## src/rtl/pong_pkg.sv

```systemverilog
// pong_pkg
//   Shared definitions for the pong game sequencer.
//   - state_e   : game FSM encoding (also the encoding of the 'state' port)
//   - SCORE_W   : width of the score and max_score registers
//   - *_DEF     : default limits and frame timings
//   - CNT_W     : width of the shared frame counter
//   - sat_inc() : saturating +1 for score registers
package pong_pkg;

  localparam int SCORE_W           = 5;
  localparam int MAX_LIMIT_DEF     = 20;
  localparam int MAX_DEFAULT_DEF   = 5;
  localparam int POINT_HOLD_DEF    = 60;
  localparam int SERVE_TIMEOUT_DEF = 300;

  // Wide enough for the longer of the two frame-count intervals.
  localparam int CNT_W = 9;

  typedef enum logic [2:0] {
    MENU      = 3'd0,
    SET       = 3'd1,
    START     = 3'd2,
    PLAY      = 3'd3,
    END_POINT = 3'd4,
    END_GAME  = 3'd5
  } state_e;

  // Increment a score, holding at the all-ones value.
  function automatic logic [SCORE_W-1:0] sat_inc(input logic [SCORE_W-1:0] v);
    logic [SCORE_W-1:0] r;
    if (v == {SCORE_W{1'b1}}) begin
      r = v;
    end else begin
      r = v + SCORE_W'(1);
    end
    return r;
  endfunction

endpackage

```

## src/rtl/btn_edge.sv

```systemverilog
// btn_edge
//   Brings one raw asynchronous button into the clk_pix domain and turns each
//   press into a single-cycle event, however long the button is held.
//   Ports:
//     clk_pix  in  pixel clock
//     reset    in  synchronous, active-high reset
//     btn_i    in  raw button level (asynchronous)
//     pulse_o  out registered one-cycle event on a rising edge of btn_i
module btn_edge (
  input  logic clk_pix,
  input  logic reset,
  input  logic btn_i,
  output logic pulse_o
);

  logic meta_q;
  logic sync_q;
  logic prev_q;
  logic pulse_q;

  // Two-flop synchroniser, previous-level flop and registered edge pulse.
  always_ff @(posedge clk_pix) begin
    if (reset) begin
      meta_q  <= 1'b0;
      sync_q  <= 1'b0;
      prev_q  <= 1'b0;
      pulse_q <= 1'b0;
    end else begin
      meta_q  <= btn_i;
      sync_q  <= meta_q;
      prev_q  <= sync_q;
      pulse_q <= sync_q & ~prev_q;
    end
  end

  assign pulse_o = pulse_q;

endmodule

```

## src/rtl/pong_game_ctrl.sv

```systemverilog
// pong_game_ctrl
//   Game sequencer for the pong top level: game FSM, scores, max-score setting
//   and serve side. All flops on clk_pix with one synchronous active-high reset.
//   Optional feature: define SERVE_TIMEOUT_EN to auto-serve after SERVE_TIMEOUT
//   frames idle in START; without it START leaves only on a launch event.
//   Ports:
//     clk_pix, reset                 clock and synchronous reset
//     frame_tick                     one-cycle pulse per frame
//     btn_launch, btn_up, btn_down   raw asynchronous buttons
//     left_hit, right_hit            goal pulses from the ball engine
//     state                          current state (pong_pkg::state_e)
//     menu_sel                       menu highlight (0 top, 1 bottom)
//     max_score, score_p1, score_p2  winning score and player scores
//     serve_p2                       0 = p1 serves, 1 = p2 serves
//     play_en                        high while in PLAY
//     ball_reset                     one-cycle pulse on entry to START
//     game_over                      high while in END_GAME
module pong_game_ctrl
  import pong_pkg::*;
#(
  parameter int MAX_LIMIT   = MAX_LIMIT_DEF,
  parameter int MAX_DEFAULT = MAX_DEFAULT_DEF,
  parameter int POINT_HOLD  = POINT_HOLD_DEF
`ifdef SERVE_TIMEOUT_EN
  ,
  parameter int SERVE_TIMEOUT = SERVE_TIMEOUT_DEF
`endif
) (
  input  logic               clk_pix,
  input  logic               reset,
  input  logic               frame_tick,
  input  logic               btn_launch,
  input  logic               btn_up,
  input  logic               btn_down,
  input  logic               left_hit,
  input  logic               right_hit,
  output logic [2:0]         state,
  output logic               menu_sel,
  output logic [SCORE_W-1:0] max_score,
  output logic [SCORE_W-1:0] score_p1,
  output logic [SCORE_W-1:0] score_p2,
  output logic               serve_p2,
  output logic               play_en,
  output logic               ball_reset,
  output logic               game_over
);

  logic launch_ev;
  logic up_ev;
  logic down_ev;

  btn_edge u_btn_launch (.clk_pix(clk_pix), .reset(reset), .btn_i(btn_launch), .pulse_o(launch_ev));
  btn_edge u_btn_up     (.clk_pix(clk_pix), .reset(reset), .btn_i(btn_up),     .pulse_o(up_ev));
  btn_edge u_btn_down   (.clk_pix(clk_pix), .reset(reset), .btn_i(btn_down),   .pulse_o(down_ev));

  state_e             state_q,      state_d;
  logic               menu_sel_q,   menu_sel_d;
  logic [SCORE_W-1:0] max_q,        max_d;
  logic [SCORE_W-1:0] p1_q,         p1_d;
  logic [SCORE_W-1:0] p2_q,         p2_d;
  logic               serve_q,      serve_d;
  logic [CNT_W-1:0]   cnt_q,        cnt_d;
  logic               ball_reset_q, ball_reset_d;
  logic               play_en_q,    play_en_d;
  logic               game_over_q,  game_over_d;
  logic [CNT_W-1:0]   cnt_nxt;

  // Next-state, score/setting updates and registered output decode.
  always_comb begin
    state_d    = state_q;
    menu_sel_d = menu_sel_q;
    max_d      = max_q;
    p1_d       = p1_q;
    p2_d       = p2_q;
    serve_d    = serve_q;
    cnt_nxt    = cnt_q;

    case (state_q)
      MENU: begin
        if (up_ev || down_ev) begin
          menu_sel_d = ~menu_sel_q;
        end else begin
          menu_sel_d = menu_sel_q;
        end
        if (launch_ev) begin
          state_d = SET;
        end else begin
          state_d = MENU;
        end
      end

      SET: begin
        // Simultaneous up and down cancel each other.
        if (up_ev && !down_ev && (max_q < SCORE_W'(MAX_LIMIT))) begin
          max_d = max_q + SCORE_W'(1);
        end else if (down_ev && !up_ev && (max_q > SCORE_W'(1))) begin
          max_d = max_q - SCORE_W'(1);
        end else begin
          max_d = max_q;
        end
        if (launch_ev) begin
          state_d = START;
          p1_d    = '0;
          p2_d    = '0;
          serve_d = 1'b0;
        end else begin
          state_d = SET;
        end
      end

      START: begin
        if (launch_ev) begin
          state_d = PLAY;
`ifdef SERVE_TIMEOUT_EN
        end else if (frame_tick) begin
          if (cnt_q == CNT_W'(SERVE_TIMEOUT - 1)) begin
            state_d = PLAY;
          end else begin
            cnt_nxt = cnt_q + CNT_W'(1);
          end
`endif
        end else begin
          state_d = START;
        end
      end

      PLAY: begin
        // left_hit has priority; a simultaneous right_hit is dropped.
        if (left_hit) begin
          p2_d    = sat_inc(p2_q);
          serve_d = 1'b0;
          state_d = END_POINT;
        end else if (right_hit) begin
          p1_d    = sat_inc(p1_q);
          serve_d = 1'b1;
          state_d = END_POINT;
        end else begin
          state_d = PLAY;
        end
      end

      END_POINT: begin
        // Scores are frozen here, so the win check holds from the first cycle.
        if ((p1_q == max_q) || (p2_q == max_q)) begin
          state_d = END_GAME;
        end else if (frame_tick) begin
          if (cnt_q == CNT_W'(POINT_HOLD - 1)) begin
            state_d = START;
          end else begin
            cnt_nxt = cnt_q + CNT_W'(1);
          end
        end else begin
          state_d = END_POINT;
        end
      end

      END_GAME: begin
        if (launch_ev) begin
          state_d = MENU;
          p1_d    = '0;
          p2_d    = '0;
        end else begin
          state_d = END_GAME;
        end
      end

      default: begin
        state_d = MENU;
      end
    endcase

    // The frame counter restarts on every state change.
    if (state_d != state_q) begin
      cnt_d = '0;
    end else begin
      cnt_d = cnt_nxt;
    end

    ball_reset_d = (state_d == START) && (state_q != START);
    play_en_d    = (state_d == PLAY);
    game_over_d  = (state_d == END_GAME);
  end

  // State, score, setting and output registers.
  always_ff @(posedge clk_pix) begin
    if (reset) begin
      state_q      <= MENU;
      menu_sel_q   <= 1'b0;
      max_q        <= SCORE_W'(MAX_DEFAULT);
      p1_q         <= '0;
      p2_q         <= '0;
      serve_q      <= 1'b0;
      cnt_q        <= '0;
      ball_reset_q <= 1'b0;
      play_en_q    <= 1'b0;
      game_over_q  <= 1'b0;
    end else begin
      state_q      <= state_d;
      menu_sel_q   <= menu_sel_d;
      max_q        <= max_d;
      p1_q         <= p1_d;
      p2_q         <= p2_d;
      serve_q      <= serve_d;
      cnt_q        <= cnt_d;
      ball_reset_q <= ball_reset_d;
      play_en_q    <= play_en_d;
      game_over_q  <= game_over_d;
    end
  end

  assign state      = state_q;
  assign menu_sel   = menu_sel_q;
  assign max_score  = max_q;
  assign score_p1   = p1_q;
  assign score_p2   = p2_q;
  assign serve_p2   = serve_q;
  assign play_en    = play_en_q;
  assign ball_reset = ball_reset_q;
  assign game_over  = game_over_q;

endmodule

```

## config.mk

```make
export PLATFORM = sky130hd
export DESIGN_NAME = pong_game_ctrl
export DESIGN_NICKNAME = d
export VERILOG_FILES = /design/src/rtl/pong_pkg.sv /design/src/rtl/btn_edge.sv /design/src/rtl/pong_game_ctrl.sv
export SDC_FILE = /design/constraint.sdc
export NUM_CORES = 1
export LEC_CHECK = 0
export ABC_AREA = 1
export BUFFER_PORTS_ARGS = -buffer_cell sky130_fd_sc_hd__buf_2
export CORE_AREA = 2 2 77 61
export CTS_BUF_LIST = sky130_fd_sc_hd__clkbuf_8 sky130_fd_sc_hd__clkbuf_16
export DETAILED_ROUTE_END_ITERATION = 12
export DIE_AREA = 0 0 79 63
export PLACE_DENSITY = 0.8
export SYNTH_ARGS = -nofsm -noshare
export SYNTH_HDL_FRONTEND = slang
export SYNTH_HIERARCHICAL = 1
export SYNTH_SLANG_ARGS = --single-unit
```

## constraint.sdc

```tcl
create_clock -name clk_pix -period 3.8 [get_ports clk_pix]
set_input_delay 0.76 -clock clk_pix [delete_from_list [all_inputs] [get_ports clk_pix]]
set_output_delay 0.76 -clock clk_pix [all_outputs]
set_load 0.1 [all_outputs]
```

==> impl_metrics.py, run 1 <==
metrics = {
    "run_status": {
        "outcome": "finished clean",
    },
    "finish": {
        "multi_input_area_sq_um": 1290,
        "seqCellArea_sq_um": 881,
        "area_growth_pct": 12.1,
        "nNetsFinal": 384,
        "diodes": 0,
        "final_cell_mix": "nand2_1, inv_1, dfxtp_1",
        "drive_gt1_share_pct": 26.0,
        "layout_commonest_cell": "nand2_1",
        "final_core_util_pct": 64.5,
        "fillers": 396,
    },
    "clocking": {
        "clk_path_buf_depth": 2,
        "cts_tree": "done",
        "cts_root_buf": "clkbuf_8",
        "postCtsSetupRepairBufs": 0,
        "clk_latency_ps": 290,
        "cts_resized": 0,
        "cts_buffers": 5,
        "cts.sink_count": 44,
        "htreeDepth": 2,
        "cts_hold_buf": 0,
        "path_clk_slew_ps": 80,
    },
    "worst_hold_path": {
        "min-delay-start": "u_btn_down/prev_q",
        "holdPathStages": 1,
        "hold-path-endpoint": "u_btn_down/pulse_o",
        "min_path_type": "flip-flop to flip-flop",
    },
    "flow_run": {
        "drv_cap": 0,
    },
    "synth": {
        "yosys_warnings": 6,
        "synth_cells": 333,
        "synth_nets": 349,
        "ys_seq_area_share_pct": 36.0,
        "synth_area_per_cell_sq_um": 7.36,
        "netlist.area_leader.share_pct": 36.0,
        "synthTopCellsByArea": "dfxtp_1, nand2_1, inv_1",
        "synth_cell_types": 32,
        "synth_top_cell_by_area": "dfxtp_1",
        "syn_area_sq_um": 2450,
        "synth_seq_cells": 44,
        "synth-edff-count": 0,
        "postSynth.asyncResetShare_pct": 0,
        "ys.flop_type": "dfxtp_1",
    },
    "pwr": {
        "p_total_uw": 830,
        "power.leakage_nw": 1.19,
        "power_density_nw_per_um2": 302,
        "ir_drop_v": 0.000293,
    },
    "global_route": {
        "grt-ovfl-total": 0,
        "grt_max_degree": 18,
        "grt_use_total_pct": 21.1,
        "grt_pass1_vias": 1903,
        "antenna_found_initial": 0,
        "grt_first_pass_wirelength_um": 8340,
    },
    "route": {
        "postRouteAntennaNets": 0,
        "drc": 0,
        "vias_per_cell": 4.98,
        "wl_um": 4790,
        "drtIter0Drc": 146,
        "drtPass1Iterations": 7,
        "num_vias": 2121,
        "wl_per_cell_um": 11.3,
    },
    "timing": {
        "worst_pin_slew_ps": 509,
        "hold_viol_final": 0,
        "fin_crit_ps": 2220,
        "period_share_pct": 58.4,
        "fin_setup_tns_ps": 0,
        "max_freq_ghz": 0.450,
        "relSlewSlack_pct": 66.0,
        "setup_viol_count_final": 0,
        "drv_slew": 0,
        "fin_skew_ps": 7.61,
        "timing.final.ws_setup_ps": 1580,
        "rsz0062_at_grt": "false",
        "whs_ps": 398,
    },
    "setup_path": {
        "crit_buf_inv": 1,
        "endpoint_kind": "primary output",
        "required_ps": 3040,
        "cpMaxStageDelayCell": "dfxtp_1",
        "crit_arrival_ps": 1460,
        "start_kind": "flip-flop",
        "r2r-end": "cnt_q[8]",
        "cp_cell_sequence": "buf_2",
        "rrSetupSlack_ps": 1880,
        "critPathTopFamily": "flip-flops",
        "r2r.worst_path.cells": 7,
        "crit_type": "flip-flop to primary output",
        "crit_fanout": 8,
        "cp_slowest_stage_delay_ps": 650,
        "rr_startpoint": "state[0]",
    },
    "floorplanning": {
        "die_w_um": 79,
        "ios": 31,
        "die_area_sq_um": 4980,
        "dieHeight_um": 63,
        "core_area_sq_um": 4260,
        "initial_core_util_pct": 57.6,
        "fp-row-count": 21,
    },
    "placement": {
        "place.gp.congestion": 0.891,
        "dp.final_hpwl_um": 3590,
        "detailedPlace.worstSlack_ps": 1870,
        "io_buffers": 30,
    },
}
-- final cells by class --
cell class / instances / share of cell area (%)
clock buffer: 6 / 3.01
clock inverter: 2 / 0.547
inverter: 65 / 9.34
multi-input combinational: 222 / 47.0
sequential: 44 / 32.1
tap: 57 / 2.60
timing repair buffer: 30 / 5.47
-- cells in the mapped netlist, types with 3 or more instances --
library cell  instances
a211oi_1              3
a21oi_1              12
dfxtp_1              44
ha_1                  8
inv_1                48
inv_2                16
nand2_1              69
nand2_2               5
nand3_1              14
nand4_1               3
nor2_1               32
nor2_2                7
nor3_1                6
nor3_2               10
o21ai_0              11
o21ai_1               4
o21ai_2               9
xnor2_1               3
xor2_1               10
-- per-stage QoR --
step                      std cells  instance area, sq um
after global routing            426                  2750
after global placement          418                  2650
final                           426                  2750
after floorplan                 333                  2450
after CTS                       426                  2750
after detailed placement        418                  2650
-- metal layers --
metal	share of wire (%)	vias up	track usage (%)
li1	-	1114	-
met1	49	941	29.2
met2	44	60	32.2
met3	5.5	6	5.35
met4	0.77	0	6.47
met5	0	-	0
-- logic make-up after synthesis --
group	count (synthesis)	share of synthesized area, %
fa+ha+maj	8	4.09
simple gates	155	31.7
flops	44	36.0
compound gates	46	12.3
buf+inv	67	11.4
xor+xnor	13	4.65
-- state kept, by name, summed over array words and instances (netlist names), 3 cells and up --
signal	flops
cnt_q	9
max_score	5
score_p1	5
score_p2	5
state	3
-- worst max-delay path by stage --
stage                       end  slack (ps)        start  cells past startpoint
floorplan           score_p1[3]        1490  score_p1[0]                     10
global route           state[0]        1530     state[0]                      1
finish                 state[0]        1580     state[0]                      1
CTS                    state[0]        1570     state[0]                      1
detailed placement      play_en        1870     left_hit                      7
global placement       state[0]        1900     state[0]                      1
-- power breakdown --
group,switching (mW),total [mW],internal [mW]
combinational,0.0394,0.0533,0.0139
sequential,0.00474,0.472,0.467
clock,0.158,0.305,0.147
No activity file was read; power rests on OpenSTA's default activity.
==> run 2: changes to the inputs <==
CORE_AREA = 2 2 83 65   (was 2 2 77 61)
DIE_AREA = 0 0 85 67   (was 0 0 79 63)
PLACE_DENSITY = 0.74   (was 0.8)
clock period = 1.9 ns   (was 3.8 ns; I/O delays follow)
==> run 2 against run 1 <==
  * Sequential share of layout area down 0.087 points
  * Critical path depth up 9
  * Sequential power up 99%
  * Register-to-register slack worse by 1700 ps
  * Critical path type is now flip-flop to flip-flop
  * Via count up 1.1%
  * Non-clock buffer count up 4
==> impl_metrics.py, run 2 (synthesis results as in run 1) <==
metrics = {
    "finish": {
        "regMostFlops": "cnt_q",
        "layout_commonest_cell": "nand2_1",
        "fillers": 456,
        "drive_gt1_share_pct": 32.4,
        "diodes": 0,
        "largest_reg_flops": 9,
        "area_growth_pct": 16.2,
        "final_cell_mix": "nand2_1, inv_1, nor2_1",
        "nNetsFinal": 389,
    },
    "timing": {
        "relSlewSlack_pct": 66.7,
        "hold_viol_final": 0,
        "max_freq_ghz": 0.571,
        "setup_viol_count_final": 0,
        "worst_pin_slew_ps": 503,
        "period_share_pct": 92.2,
        "fin_skew_ps": 4.78,
        "timing.final.ws_setup_ps": 149,
        "drv_slew": 0,
        "fin_crit_ps": 1750,
        "whs_ps": 285,
    },
    "run_status": {
        "outcome": "finished clean",
    },
    "floorplanning": {
        "ios": 31,
        "die_w_um": 85,
        "core_area_sq_um": 4820,
        "initial_core_util_pct": 50.9,
        "dieHeight_um": 67,
        "fp-row-count": 22,
        "die_area_sq_um": 5700,
    },
    "setup_path": {
        "required_ps": 2080,
        "critPathTopFamily": "adder cells",
        "crit_type": "flip-flop to flip-flop",
        "cp_cell_sequence": "ha_1 > inv_1 > nor3_1 > ha_1 > o31ai_2 > nand2_2 > inv_2 > nand4_1 > xor2_1 > nor2_1",
        "crit_arrival_ps": 1930,
        "start_kind": "flip-flop",
        "worst_path_most_repeated_cell": "ha_1",
        "crit_fanout": 6,
        "cp_slowest_stage_delay_ps": 360,
        "endpoint_kind": "flip-flop",
        "cpMaxStageDelayCell": "dfxtp_2",
        "crit_buf_inv": 2,
    },
    "clocking": {
        "cts.sink_count": 44,
        "cts_hold_buf": 0,
        "cts_tree": "done",
        "clk_latency_ps": 290,
        "clk_path_buf_depth": 2,
        "path_clk_slew_ps": 80,
        "htreeDepth": 2,
        "cts_root_buf": "clkbuf_8",
        "cts_buffers": 5,
    },
    "pwr": {
        "power_density_nw_per_um2": 586,
        "p_total_mw": 1.67,
        "ir_drop_v": 0.000405,
        "power.leakage_nw": 1.22,
    },
    "route": {
        "wl_per_cell_um": 11.7,
        "num_vias": 2145,
        "wl_um": 5080,
        "postRouteAntennaNets": 0,
        "drtIter0Drc": 98,
        "drc": 0,
        "drtPass1Iterations": 4,
        "vias_per_cell": 4.94,
    },
    "global_route": {
        "grt_use_total_pct": 18.2,
        "grt_first_pass_wirelength_um": 8310,
        "antenna_found_initial": 0,
        "grt_max_degree": 18,
        "grt_pass1_vias": 1908,
        "grt-ovfl-total": 0,
    },
    "placement": {
        "place.gp.congestion": 0.951,
        "io_buffers": 30,
        "dp.final_hpwl_um": 3820,
        "detailedPlace.worstSlack_ps": 97.7,
    },
    "worst_hold_path": {
        "min_path_type": "primary input to flip-flop",
    },
    "flow_run": {
        "drv_cap": 0,
    },
}
[run 2: cell types whose count changed in the layout (fill, tap and decap cells not counted), moves of 3 or more]
cell / before / now
dfxtp_1: 44 / 26
dfxtp_2: 0 / 15
buf_4: 0 / 3
dfxtp_4: 0 / 3
[run 2: metal layers]
| metal | share of wire [%] | vias to the layer above | global-route usage, % |
|---|---|---|---|
| met5 | 0 | - | 0 |
| li1 | - | 1125 | - |
| met4 | 0.45 | 0 | 3.77 |
| met3 | 4.9 | 4 | 4.34 |
| met2 | 44 | 42 | 30.0 |
| met1 | 51 | 974 | 24.5 |
[run 2: stage by stage]
| step | cells | instance area [sq um] | setup TNS [ps] | utilization, % |
|---|---|---|---|---|
| final | 434 | 2850 | 0 | 59.1 |
| after global routing | 434 | 2850 | -16.7 | 59.1 |
| after CTS | 432 | 2810 | 0 | 58.4 |
| after detailed placement | 424 | 2720 | 0 | 56.4 |
| after global placement | 424 | 2720 | 0 | 56.4 |
| after floorplan | 333 | 2480 | -32.8 | - |
[run 2: tightest hold or removal path: cells and delay by family]
kind	cells	cell delay, ps
simple gates	1	60
buf+inv	2	100
[run 2: timing repair]
item                       CTS  global route
setup buffers                0             1
resized for setup            0             4
setup endpoints to repair    0            10
[run 2: area by class of cell]
| type | count | area (sq um) | area share, % |
|---|---|---|---|
| Clock inverter | 2 | 15.0 | 0.527 |
| Clock buffer | 6 | 82.6 | 2.90 |
| Timing Repair Buffer | 34 | 193 | 6.77 |
| Inverter | 65 | 256 | 9.01 |
| Sequential cell | 44 | 911 | 32.0 |
| Tap cell | 60 | 75.1 | 2.64 |
| Multi-Input combinational cell | 223 | 1320 | 46.2 |
[run 2: power by group]
| part | leakage, nW | switching [mW] | internal [mW] |
|---|---|---|---|
| clock network | 0.0434 | 0.319 | 0.294 |
| logic | 0.814 | 0.0804 | 0.0353 |
| registers | 0.364 | 0.00932 | 0.930 |
[run 2: path summary, 6_finish.rpt]
check / from / to / slack (ps) / cells after the start
setup / recovery: score_p1[0] / score_p1[3] / 150 / 10
hold / removal: btn_up / u_btn_up/meta_q / 290 / 3
setup reg to reg: score_p1[0] / score_p1[3] / 150 / 10
hold reg to reg: u_btn_launch/prev_q / u_btn_launch/pulse_o / 400 / 1
==> run 3: changes to the inputs <==
RECOVER_POWER = 100   (was default)
clock period = 1.5 ns   (was 1.9 ns; I/O delays follow)
==> run 3 against run 2 <==
  * Core utilization up 20 points
  * Non-clock buffer count up 53
  * Die area unchanged
  * Final cell count up 13%
  * The run now ends with negative setup slack left
  * Clock skew up 6.5 ps
  * Final area up 34%
  * Worst setup slack worse by 340 ps
  * Clock-buffer cell count unchanged
  * Sequential cell count unchanged
  * Critical endpoint is now cnt_q[1]
  * Register-to-register slack worse by 340 ps
  * First-iteration DRC count up 110%
==> impl_metrics.py, run 3 (synthesis results as in run 1) <==
metrics = {
    "route": {
        "drtPass1Iterations": 6,
        "drtIter0Drc": 201,
        "wl_um": 8230,
        "drc": 0,
        "postRouteAntennaNets": 0,
        "vias_per_cell": 5.55,
        "num_vias": 2712,
        "wl_per_cell_um": 16.8,
    },
    "finish": {
        "diodes": 0,
        "layout_commonest_cell": "nand2_1",
        "area_growth_pct": 56.0,
        "drive_gt1_share_pct": 53.6,
        "final_cells": 489,
        "final_cell_mix": "nand2_1, buf_4, inv_1",
        "fillers": 288,
        "regMostFlops": "cnt_q",
        "nNetsFinal": 444,
        "largest_reg_flops": 9,
        "finalInstanceArea_sq_um": 3820,
    },
    "setup_path": {
        "crit_fanout": 8,
        "required_ps": 1730,
        "crit_type": "flip-flop to flip-flop",
        "worst_path_most_repeated_cell": "inv_1",
        "crit_arrival_ps": 1920,
        "start_kind": "flip-flop",
        "rrSetupSlack_ps": -190,
        "cpMaxStageDelayCell": "dfxtp_4",
        "endpoint_kind": "flip-flop",
        "cp_cell_sequence": "inv_1 > o21ai_1 > nor2_1 > nand3_2 > buf_6 > nand3_4 > o21ai_2 > inv_1 > nor3_2",
        "cp_slowest_stage_delay_ps": 400,
    },
    "clocking": {
        "clk_path_buf_depth": 2,
        "cts_root_buf": "clkbuf_8",
        "cts.sink_count": 44,
        "cts_buffers": 5,
        "htreeDepth": 2,
        "path_clk_slew_ps": 90,
        "clk_latency_ps": 310,
        "cts_tree": "done",
    },
    "timing": {
        "hold_viol_final": 0,
        "fin_setup_tns_ps": -1740,
        "relSlewSlack_pct": 67.3,
        "drv_slew": 0,
        "fin_crit_ps": 1690,
        "max_freq_ghz": 0.591,
        "worst_pin_slew_ps": 494,
        "setup_viol_count_final": 19,
        "period_share_pct": 113,
        "fin_skew_ps": 11.3,
        "timing.final.ws_setup_ps": -192,
        "rsz0062_at_grt": "true",
    },
    "pwr": {
        "power_density_nw_per_um2": 623,
        "ir_drop_v": 0.000753,
        "power.leakage_nw": 1.65,
        "p_total_mw": 2.38,
    },
    "floorplanning": {
        "initial_core_util_pct": 50.9,
        "fp-row-count": 22,
        "die_area_sq_um": 5700,
        "ios": 31,
        "dieHeight_um": 67,
        "core_area_sq_um": 4820,
        "die_w_um": 85,
    },
    "global_route": {
        "grt_pass1_vias": 2406,
        "grt_max_degree": 15,
        "grt-ovfl-total": 0,
        "antenna_found_initial": 0,
        "grt_use_total_pct": 25.0,
        "grt_first_pass_wirelength_um": 11100,
    },
    "placement": {
        "detailedPlace.worstSlack_ps": -145,
        "dp.final_hpwl_um": 4420,
        "io_buffers": 30,
        "place_area_sq_um": 3200,
        "place.gp.congestion": 0.929,
        "dpl.cell_count": 465,
    },
    "worst_hold_path": {
        "min_path_type": "primary input to flip-flop",
    },
    "run_status": {
        "violations": "negative setup slack",
        "outcome": "complete, but fails checks",
    },
    "flow_run": {
        "drv_cap": 0,
    },
}
[run 3: cell count changes in the layout (fill, tap and decap cells not counted), sizes merged]
cell,change
bufinv,+1
clkinvlp,-2
clkinv,+3
inv,-2
nand3,+2
buf,+51
clkbuf,+2
[run 3: critical path: cells and delay by family (launching register included)]
family	cells	cell delay, ps
flip-flops	1	400
AO/OA/AOI/OAI	2	330
buffers and inverters	3	300
AND/OR/NAND/NOR	4	580
[run 3: what timing repair did]
item	in CTS	in global routing
gates resized for setup	46	56
endpoints found under the setup margin	23	28
pin swaps	25	22
gates cloned	2	1
hold buffers	0	0
buffers inserted	8	7
[run 3: layer usage]
metal / GRT usage [%] / vias to the layer above / wire length [um]
li1: - / 1253 / -
met1: 31.9 / 1282 / 3380
met2: 41.9 / 131 / 3960
met3: 5.58 / 46 / 539
met4: 8.33 / 0 / 340
met5: 0 / - / 0
[run 3: final timing paths]
kind                   startpoint           endpoint  depth (start not counted)
setup / recovery      score_p2[0]           cnt_q[1]                          9
hold / removal           btn_down  u_btn_down/meta_q                          3
setup reg to reg      score_p2[0]           cnt_q[1]                          9
hold reg to reg   u_btn_up/prev_q   u_btn_up/pulse_o                          1
[run 3: cell type report]
cell class                      count  area (sq um)  share of cell area [%]
Multi-Input combinational cell    225          1680                    44.0
Timing Repair Buffer               87           717                    18.8
Clock inverter                      2          33.8                   0.884
Sequential cell                    44           951                    24.9
Clock buffer                        6          93.8                    2.45
Tap cell                           60          75.1                    1.96
Inverter                           65           272                    7.10
[run 3: report_power, final]
| group | total, mW | switching, mW | internal [mW] |
|---|---|---|---|
| Clock | 1.03 | 0.437 | 0.592 |
| Combinational | 0.191 | 0.128 | 0.0635 |
| Sequential | 1.16 | 0.0110 | 1.15 |
[run 3: stage by stage]
step	utilization [%]	hold slack (ps)
floorplan	-	359
global placement	66.5	385
detailed placement	66.5	393
CTS	74.4	189
global route	79.4	186
finish	79.4	193
